--- src/rtl/posit_extract_pipe.sv ---
`timescale 1ns/1ps
// Two-stage pipelined posit decoder with valid/ready handshake and a tag sideband.
// Stage 1 resolves sign, magnitude and regime run; stage 2 resolves scale, exponent and fraction.
module posit_extract_pipe #(
    parameter int unsigned NBITS   = 32,
    parameter int unsigned ES      = 2,
    parameter int unsigned FRAC_W  = 32,
    parameter int unsigned SCALE_W = 9,
    parameter int unsigned TAG_W   = 8
) (
    input  logic               clk,
    input  logic               reset,
    input  logic [NBITS-1:0]   in_data,
    input  logic [TAG_W-1:0]   in_tag,
    input  logic               in_valid,
    output logic               in_ready,
    output logic               out_sign,
    output logic               out_zero,
    output logic               out_nar,
    output logic [SCALE_W-1:0] out_scale,
    output logic [FRAC_W-1:0]  out_fraction,
    output logic [NBITS-2:0]   out_abs,
    output logic [TAG_W-1:0]   out_tag,
    output logic               out_valid,
    input  logic               out_ready
);
    localparam int unsigned B_W = NBITS - 1;       // body width below the sign
    localparam int unsigned M_W = $clog2(NBITS);   // holds a run length up to NBITS-1

    // pipeline occupancy
    logic v1_q, v1_d;
    logic v2_q, v2_d;
    logic load2_c;

    // stage 1 registers
    logic             s1_sign_q, s1_sign_d;
    logic             s1_zero_q, s1_zero_d;
    logic             s1_nar_q,  s1_nar_d;
    logic             s1_pol_q,  s1_pol_d;
    logic [M_W-1:0]   s1_run_q,  s1_run_d;
    logic [B_W-1:0]   s1_body_q, s1_body_d;
    logic [TAG_W-1:0] s1_tag_q,  s1_tag_d;

    // stage 2 registers
    logic               s2_sign_q,  s2_sign_d;
    logic               s2_zero_q,  s2_zero_d;
    logic               s2_nar_q,   s2_nar_d;
    logic [SCALE_W-1:0] s2_scale_q, s2_scale_d;
    logic [FRAC_W-1:0]  s2_frac_q,  s2_frac_d;
    logic [B_W-1:0]     s2_abs_q,   s2_abs_d;
    logic [TAG_W-1:0]   s2_tag_q,   s2_tag_d;

    // stage 1 combinational decode
    logic           dec1_sign;
    logic           dec1_zero;
    logic           dec1_nar;
    logic           dec1_pol;
    logic [B_W-1:0] dec1_body;
    logic [M_W-1:0] dec1_run;
    logic           run_done;

    // stage 2 combinational decode
    logic [M_W-1:0]     width_c;
    logic [B_W-1:0]     rem_c;
    logic [B_W-1:0]     frac_all_c;
    int                 k_v;
    int                 e_v;
    int                 scale_v;
    logic [SCALE_W-1:0] dec2_scale;
    logic [FRAC_W-1:0]  dec2_frac;

    assign load2_c  = ~v2_q | out_ready;
    assign in_ready = ~v1_q | ~v2_q | out_ready;

    // Magnitude low bits only depend on the operand's low bits, so the sign bit never enters the adder.
    always_comb begin
        dec1_sign = in_data[NBITS-1];
        dec1_zero = (in_data == '0);
        dec1_nar  = dec1_sign & (in_data[NBITS-2:0] == '0);
        dec1_body = dec1_sign ? (~in_data[NBITS-2:0] + B_W'(1)) : in_data[NBITS-2:0];
        dec1_pol  = dec1_body[B_W-1];
        dec1_run  = M_W'(B_W);
        run_done  = 1'b0;
        for (int i = int'(B_W) - 1; i >= 0; i--) begin
            if (!run_done && (dec1_body[i] != dec1_pol)) begin
                dec1_run = M_W'(int'(B_W) - 1 - i);
                run_done = 1'b1;
            end
        end
    end

    // Strip regime and terminator, then split exponent and fraction.
    always_comb begin
        k_v        = s1_pol_q ? (int'(s1_run_q) - 1) : -int'(s1_run_q);
        width_c    = (s1_run_q == M_W'(B_W)) ? s1_run_q : (s1_run_q + M_W'(1));
        rem_c      = s1_body_q << width_c;
        e_v        = 0;
        for (int i = 0; i < int'(ES); i++) begin
            e_v = (e_v << 1) | int'(rem_c[B_W-1-i]);
        end
        scale_v    = k_v * int'(2 ** ES) + e_v;
        frac_all_c = rem_c << ES;
        dec2_frac  = FRAC_W'({frac_all_c, FRAC_W'(0)} >> B_W);
        dec2_scale = SCALE_W'(scale_v);
        if (s1_zero_q | s1_nar_q) begin
            dec2_scale = '0;
            dec2_frac  = '0;
        end
    end

    // Next-state: stage 2 loads when empty or draining, stage 1 follows it.
    always_comb begin
        v1_d       = v1_q;
        v2_d       = v2_q;
        s1_sign_d  = s1_sign_q;
        s1_zero_d  = s1_zero_q;
        s1_nar_d   = s1_nar_q;
        s1_pol_d   = s1_pol_q;
        s1_run_d   = s1_run_q;
        s1_body_d  = s1_body_q;
        s1_tag_d   = s1_tag_q;
        s2_sign_d  = s2_sign_q;
        s2_zero_d  = s2_zero_q;
        s2_nar_d   = s2_nar_q;
        s2_scale_d = s2_scale_q;
        s2_frac_d  = s2_frac_q;
        s2_abs_d   = s2_abs_q;
        s2_tag_d   = s2_tag_q;

        if (in_ready) begin
            v1_d = in_valid;
        end
        if (load2_c) begin
            v2_d = v1_q;
        end
        if (in_valid && in_ready) begin
            s1_sign_d = dec1_sign;
            s1_zero_d = dec1_zero;
            s1_nar_d  = dec1_nar;
            s1_pol_d  = dec1_pol;
            s1_run_d  = dec1_run;
            s1_body_d = dec1_body;
            s1_tag_d  = in_tag;
        end
        if (load2_c && v1_q) begin
            s2_sign_d  = s1_sign_q;
            s2_zero_d  = s1_zero_q;
            s2_nar_d   = s1_nar_q;
            s2_scale_d = dec2_scale;
            s2_frac_d  = dec2_frac;
            s2_abs_d   = s1_body_q;
            s2_tag_d   = s1_tag_q;
        end
    end

    always_ff @(posedge clk or posedge reset) begin
        if (reset) begin
            v1_q       <= 1'b0;
            v2_q       <= 1'b0;
            s1_sign_q  <= 1'b0;
            s1_zero_q  <= 1'b0;
            s1_nar_q   <= 1'b0;
            s1_pol_q   <= 1'b0;
            s1_run_q   <= '0;
            s1_body_q  <= '0;
            s1_tag_q   <= '0;
            s2_sign_q  <= 1'b0;
            s2_zero_q  <= 1'b0;
            s2_nar_q   <= 1'b0;
            s2_scale_q <= '0;
            s2_frac_q  <= '0;
            s2_abs_q   <= '0;
            s2_tag_q   <= '0;
        end else begin
            v1_q       <= v1_d;
            v2_q       <= v2_d;
            s1_sign_q  <= s1_sign_d;
            s1_zero_q  <= s1_zero_d;
            s1_nar_q   <= s1_nar_d;
            s1_pol_q   <= s1_pol_d;
            s1_run_q   <= s1_run_d;
            s1_body_q  <= s1_body_d;
            s1_tag_q   <= s1_tag_d;
            s2_sign_q  <= s2_sign_d;
            s2_zero_q  <= s2_zero_d;
            s2_nar_q   <= s2_nar_d;
            s2_scale_q <= s2_scale_d;
            s2_frac_q  <= s2_frac_d;
            s2_abs_q   <= s2_abs_d;
            s2_tag_q   <= s2_tag_d;
        end
    end

    assign out_valid    = v2_q;
    assign out_sign     = s2_sign_q;
    assign out_zero     = s2_zero_q;
    assign out_nar      = s2_nar_q;
    assign out_scale    = s2_scale_q;
    assign out_fraction = s2_frac_q;
    assign out_abs      = s2_abs_q;
    assign out_tag      = s2_tag_q;

endmodule

--- config.mk ---
export PLATFORM = sky130hd
export DESIGN_NAME = posit_extract_pipe
export DESIGN_NICKNAME = d
export VERILOG_FILES = /design/src/rtl/posit_extract_pipe.sv
export SDC_FILE = /design/constraint.sdc
export NUM_CORES = 1
export LEC_CHECK = 0
export ABC_AREA = 0
export BUFFER_PORTS_ARGS = -buffer_cell sky130_fd_sc_hd__buf_2
export CORE_ASPECT_RATIO = 0.9
export CORE_MARGIN = 8
export CORE_UTILIZATION = 52
export DETAILED_ROUTE_END_ITERATION = 12
export GPL_TIMING_DRIVEN = 1
export PLACE_DENSITY_LB_ADDON = 0.25
export SYNTH_ARGS = -nofsm -noshare
export SYNTH_HDL_FRONTEND = slang
export SYNTH_SLANG_ARGS = --single-unit
--- constraint.sdc ---
create_clock -name clk -period 4.3 [get_ports clk]
set_clock_uncertainty 0.15 [all_clocks]
set_input_delay 0.645 -clock clk [delete_from_list [all_inputs] [get_ports clk]]
set_output_delay 0.645 -clock clk [all_outputs]
set_load 0.05 [all_outputs]
==> impl_metrics.json, run 1 <==
{
  "synthArstFlopShare": 1.000,
  "clockPowerShare": 0.236,
  "synth_cell_type_count": 68,
  "drive_gt1_frac": 0.2789,
  "drv_slew": 0,
  "grtUsageTotal": 0.2297,
  "synth-seq-cells": 129,
  "fin_crit_ps": 4025,
  "p_int_mw": 3.233,
  "maxSlewHeadroom": 0.2380,
  "min-delay-path-class": "input pin to async pin",
  "grt_first_pass_wirelength_um": 37360,
  "timing.final.crit_share": 0.9360,
  "diodes": 0,
  "ys_seq_area_frac": 0.3899,
  "synth_warnings": 0,
  "rows": 43,
  "critPathLaunchType": "input pin",
  "first_pass_iters": 5,
  "max-clock-path-buffers": 2,
  "combPwrFrac": 0.474,
  "tightestPinTransition_ps": 1143,
  "netlist_instances": 902,
  "grt_pass1_vias": 7193,
  "cts_setup_buffers": 0,
  "die_width_um": 149.0,
  "cellLeakagePower_nw": 4.669,
  "arrival_ps": 4180,
  "synth_top_area_frac": 0.3899,
  "cts_resized": 0,
  "wl_per_cell_um": 17.96,
  "io_pins": 129,
  "rsz0062_at_grt": "false",
  "sequentialPowerShare": 0.290,
  "cp.required_ps": 4450,
  "ant_nets": 0,
  "drc": 0,
  "synth_area_leader_cell": "dfrtp_1",
  "worst_ir_drop_vdd_mv": 0.5048,
  "slowest_delay_ps": 710,
  "hold_buffers": 0,
  "vias": 7539,
  "status": "complete, no violations",
  "seqCellArea_mm2": 0.003228,
  "cts.sinks": 129,
  "grt_max_degree": 81,
  "clock_latency_ps": 430,
  "synthAdderAreaFrac": 0.004534,
  "whs_ps": 158.4,
  "ys_top_cells_by_count": "nand2_1 (140), dfrtp_1 (129), mux2i_1 (75)",
  "die-area_mm2": 0.02022,
  "root_buffer": "clkbuf_16",
  "maxCapViolCount": 0,
  "synthMuxAreaShare": 0.1492,
  "setup_viol_count_final": 0,
  "cpLargestDelayFamily": "simple AND/OR/NAND/NOR gates",
  "fin_util": 0.6515,
  "synth_edf_count": 0,
  "crit_fanout": 8,
  "port-buffer-count": 125,
  "cts_tree": "done",
  "synth-main-ff-cell": "dfrtp_1",
  "area_delta_synth_final_pct": 21.93,
  "timing_hold_violations_final": 0,
  "p_switching_mw": 2.754,
  "synth_most_common_cell": "nand2_1",
  "drt_wl_total_um": 22880,
  "fin_nets": 1106,
  "cp_num_buf_inv": 3,
  "multiInputGateArea_mm2": 0.004777,
  "syn_area_mm2": 0.008279,
  "slowest_stage": "or4_1",
  "overflow": 0,
  "powerDensity_mw_per_mm2": 593.2,
  "synth-compound-area-share": 0.1758,
  "max_freq_mhz": 248.5,
  "cts_htree_levels": 4,
  "fillCellCount": 1297,
  "path_class": "input pin to register",
  "synth-xor-area-share": 0.05818,
  "antenna_found_initial": 0,
  "place_congestion": 1.051,
  "initial_core_util": 0.5343,
  "place_hpwl_um": 17520,
  "worstPathCellList": "buf_2 > or4_4 > or4_1 > o41ai_2 > xor2_1 > buf_4 > nor4_4 > a22oi_4 > buf_4 > nor4_4 > o21ai_1 > o21ai_1 > o32ai_1",
  "first_iter_violations": 580,
  "synth_top_family_by_area": "simple AND/OR/NAND/NOR gates",
  "cts_buffers": 17,
  "core_mm2": 0.01549,
  "yosys.area_share.simple": 0.1820,
  "swShare": 0.4600,
  "ys_top_cells_by_area": "dfrtp_1 (39%), mux2i_1 (9.1%), nand2_1 (6.3%), mux2_2 (5.8%), o21ai_0 (4.4%)",
  "avgViaCountPerCell": 5.918,
  "die_h_um": 135.7,
  "avgSynthCellArea_um2": 9.179,
  "clk_pin_slew_ps": 70,
  "crit_path_end_kind": "register"
}
==> per-stage QoR <==
stage	instances	TNS [ps]	total power [mW]	worst slack, ps	instance area (µm²)
floorplan	904	0	3.813	9.260	8312
global route	1274	0	6.287	102.6	10090
CTS	1274	0	6.002	314.6	10090
detailed placement	1242	-365.4	4.573	-117.4	9512
global placement	1242	-230.6	4.519	-80.68	9512
finish	1274	0	5.988	275.2	10090
==> layer usage <==
metal | vias to the layer above | part of all wire | GRT usage
met1 | 3607 | 0.44 | 0.2996
li1 | 3613 | - | -
met5 | - | 0 | 0
met2 | 274 | 0.47 | 0.3734
met3 | 45 | 0.059 | 0.04041
met4 | 0 | 0.024 | 0.08908
==> layout by cell type (no fill, tap or decap), drive strengths merged, types with 22 or more instances in the layout <==
cell,instances
a21oi,23
buf,200
dfrtp,129
mux2,43
mux2i,75
nand2,140
nand3,22
nor2,46
o21ai,74
xnor2,30
xor2,25
==> flip-flops by register name (all words and copies together), names as in the netlist, 5 cells and up <==
register and cells:
out_abs 31, s1_body_q 30, out_fraction 29, out_scale 9, out_tag 8, s1_tag_q 8
s1_run_q 5
==> worst register-to-register path, delay by kind of cell (launching register included) <==
family	cells	cell delay [ps]
buffers and inverters	1	230
and+or+nand+nor	4	1250
muxes	1	360
AOI/OAI and AO/OA	3	550
adders and majority gates	1	330
DFF	1	490
==> cells by family after synthesis <==
group	after synthesis
buf+inv	74
other cells	1
xor+xnor	55
compound gates	214
mux	118
fa+ha+maj	3
simple gates	308
flops	129
==> worst paths after layout <==
path | from | endpoint | slack, ps | cells past startpoint
max | in_data[9] | s1_run_q[0]$_DFFE_PP0P_ | 280 | 13
min | reset | out_fraction[14]$_DFFE_PP0P_ | 160 | 2
max reg2reg | s1_run_q[0]$_DFFE_PP0P_ | out_fraction[28]$_DFFE_PP0P_ | 800 | 10
min reg2reg | out_fraction[29]$_DFFE_PP0P_ | out_fraction[29]$_DFFE_PP0P_ | 320 | 2
max in group asynchronous | reset | s1_body_q[18]$_DFFE_PP0P_ | 3030 | 3
min in group clk | in_tag[4] | s1_tag_q[4]$_DFFE_PP0P_ | 260 | 3
==> power by group through the flow <==
| stage | registers (mW) | clock network, mW | logic [mW] |
|---|---|---|---|
| after global routing | 1.78 | 1.49 | 3.02 |
| after detailed placement | 1.75 | 0 | 2.82 |
| after global placement | 1.74 | 0 | 2.78 |
| after floorplan | 2.53 | 0 | 1.28 |
| final | 1.74 | 1.41 | 2.84 |
| after CTS | 1.74 | 1.43 | 2.83 |
==> layout make-up <==
type	instances	share of cell area
timing repair buffer	200	0.1202
clock buffer	18	0.04351
tap	202	0.02504
multi-input combinational	701	0.4732
inverter	10	0.003966
clock inverter	14	0.01425
sequential	129	0.3198
Note: power is estimated with default switching activity, not from simulation.
==> inputs of run 2 (changes only) <==
- BUFFER_PORTS_ARGS: -buffer_cell sky130_fd_sc_hd__buf_2 -> not set
- CORE_UTILIZATION: 52 -> 59
- DONT_BUFFER_PORTS: not set -> 1
==> run 2 against run 1 <==
Against the previous run:
- maximum frequency shrank 0.23%
- final cell count shrank 14%
- power shrank 2.6%
- sequential share of layout area grew 2.6 points
- worst setup slack lost 9.3 ps
- worst hold slack lost 90 ps
- core utilization grew 2.2 points
- clock-buffer cell count is the same
- critical path depth shrank 1
- sequential power grew 51%
- critical endpoint unchanged
==> impl_metrics.json, run 2 (synthesis results as in run 1) <==
{
  "timing.final.crit_share": 0.9382,
  "whs_ps": 68.66,
  "antenna_found_initial": 0,
  "r2r-end": "out_fraction[24]$_DFFE_PP0P_",
  "final_common_cell": "nand2_1",
  "max_freq_mhz": 247.9,
  "drc": 0,
  "fin_tns_setup_ps": 0,
  "max-clock-path-buffers": 2,
  "root_buffer": "clkbuf_16",
  "maxSlewHeadroom": 0.2021,
  "ant_nets": 0,
  "clockPowerShare": 0.258,
  "io_pins": 129,
  "p_switching_mw": 2.680,
  "avgViaCountPerCell": 6.448,
  "grt_first_pass_wirelength_um": 37720,
  "crit_fanout": 8,
  "port-buffer-count": 0,
  "rows": 41,
  "die-area_mm2": 0.01808,
  "fin_nets": 963,
  "die_width_um": 140.9,
  "grt_pass1_vias": 7087,
  "drv_slew": 0,
  "cts_buffers": 17,
  "crit_path_end_kind": "register",
  "grt_max_degree": 81,
  "hold_buffers": 0,
  "drive_gt1_frac": 0.1670,
  "first_iter_violations": 641,
  "r2r_start": "s1_run_q[0]$_DFFE_PP0P_",
  "status": "complete, no violations",
  "cp.required_ps": 4390,
  "maxCapViolCount": 0,
  "cellLeakagePower_nw": 4.044,
  "post-place-ws_ps": -97.27,
  "place_congestion": 0.9542,
  "final_cell_mix": "nand2_1 (138), dfrtp_1 (129), mux2i_1 (74)",
  "arrival_ps": 4120,
  "core_mm2": 0.01385,
  "cts_resized": 0,
  "drt_wl_total_um": 23700,
  "powerDensity_mw_per_mm2": 624.7,
  "fillCellCount": 1115,
  "clk_pin_slew_ps": 60,
  "die_h_um": 128.4,
  "r2r_cells": 12,
  "area_delta_synth_final_pct": 12.71,
  "setup_viol_count_final": 0,
  "diodes": 0,
  "path_class": "input pin to register",
  "rsz0062_at_grt": "false",
  "initial_core_util": 0.5977,
  "min-delay-path-class": "input pin to async pin",
  "tightestPinTransition_ps": 1197,
  "setup_ws_ps": 265.9,
  "overflow": 0,
  "fin_util": 0.6737,
  "first_pass_iters": 5,
  "p_int_mw": 3.149,
  "cts.sinks": 129,
  "fin_crit_ps": 4034,
  "worst_ir_drop_vdd_mv": 0.3147,
  "cts_tree": "done",
  "vias": 7093,
  "combPwrFrac": 0.292,
  "cts_htree_levels": 4,
  "largest_reg_flops": 31,
  "wl_per_cell_um": 21.54,
  "clock_latency_ps": 420,
  "cts_setup_buffers": 0,
  "p_total_mw": 5.830,
  "grtUsageTotal": 0.2620,
  "sequentialPowerShare": 0.450,
  "r2r_slack_ps": 640,
  "critPathLaunchType": "input pin",
  "place_hpwl_um": 18260,
  "timing_hold_violations_final": 0,
  "swShare": 0.4598
}
[run 2: per-stage QoR]
step	instance area, µm²	cells
after floorplan	8312	904
after global placement	8713	1069
after detailed placement	8713	1069
after CTS	9331	1100
after global routing	9331	1100
final	9331	1100
[run 2: worst max path at each step]
stage	slack [ps]	from	to
after floorplan	9	in_data[7]	s1_run_q[0]$_DFFE_PP0P_
after global placement	-40	in_data[9]	s1_run_q[0]$_DFFE_PP0P_
after detailed placement	-100	in_data[9]	s1_run_q[0]$_DFFE_PP0P_
after CTS	300	in_data[9]	s1_run_q[0]$_DFFE_PP0P_
after global routing	90	in_data[9]	s1_run_q[0]$_DFFE_PP0P_
final	270	in_data[9]	s1_run_q[0]$_DFFE_PP0P_
[run 2: power by group through the flow]
stage / sequential, mW / combinational, mW / clock (mW)
6_report: 2.62 / 1.70 / 1.50
5_1_grt: 2.67 / 1.86 / 1.57
4_1_cts: 2.63 / 1.69 / 1.52
3_5_place_dp: 2.65 / 1.68 / 0
3_3_place_gp: 2.64 / 1.64 / 0
2_1_floorplan: 2.53 / 1.28 / 0
[run 2: layout make-up]
cell class / count / area, µm² / area share
clock buffers: 18 / 439.2 / 0.04706
repair buffers: 57 / 452.9 / 0.04854
inverters: 10 / 40.04 / 0.004291
multi-input cells: 701 / 4777 / 0.5119
clock inverters: 13 / 178.9 / 0.01917
well taps: 172 / 215.2 / 0.02306
flip-flops and latches: 129 / 3228 / 0.3459
[run 2: worst max-delay path, stage by stage]
cell and delay [ps]:
or4_4 520, or4_1 690, o41ai_1 450, xor2_1 120, buf_4 160, nor4_4 360, a22oi_4 160, buf_4 180
nor2_1 380, o21ai_0 220, o2111ai_2 120, o32ai_1 120
[run 2: routing by layer]
metal	GRT usage	share of wire	wire length, µm	vias up
li1	-	-	-	3318
met1	0.3270	0.41	9797	3383
met2	0.4401	0.48	11380	343
met3	0.05850	0.080	1892	49
met4	0.09596	0.026	624	0
met5	0	0	0	-
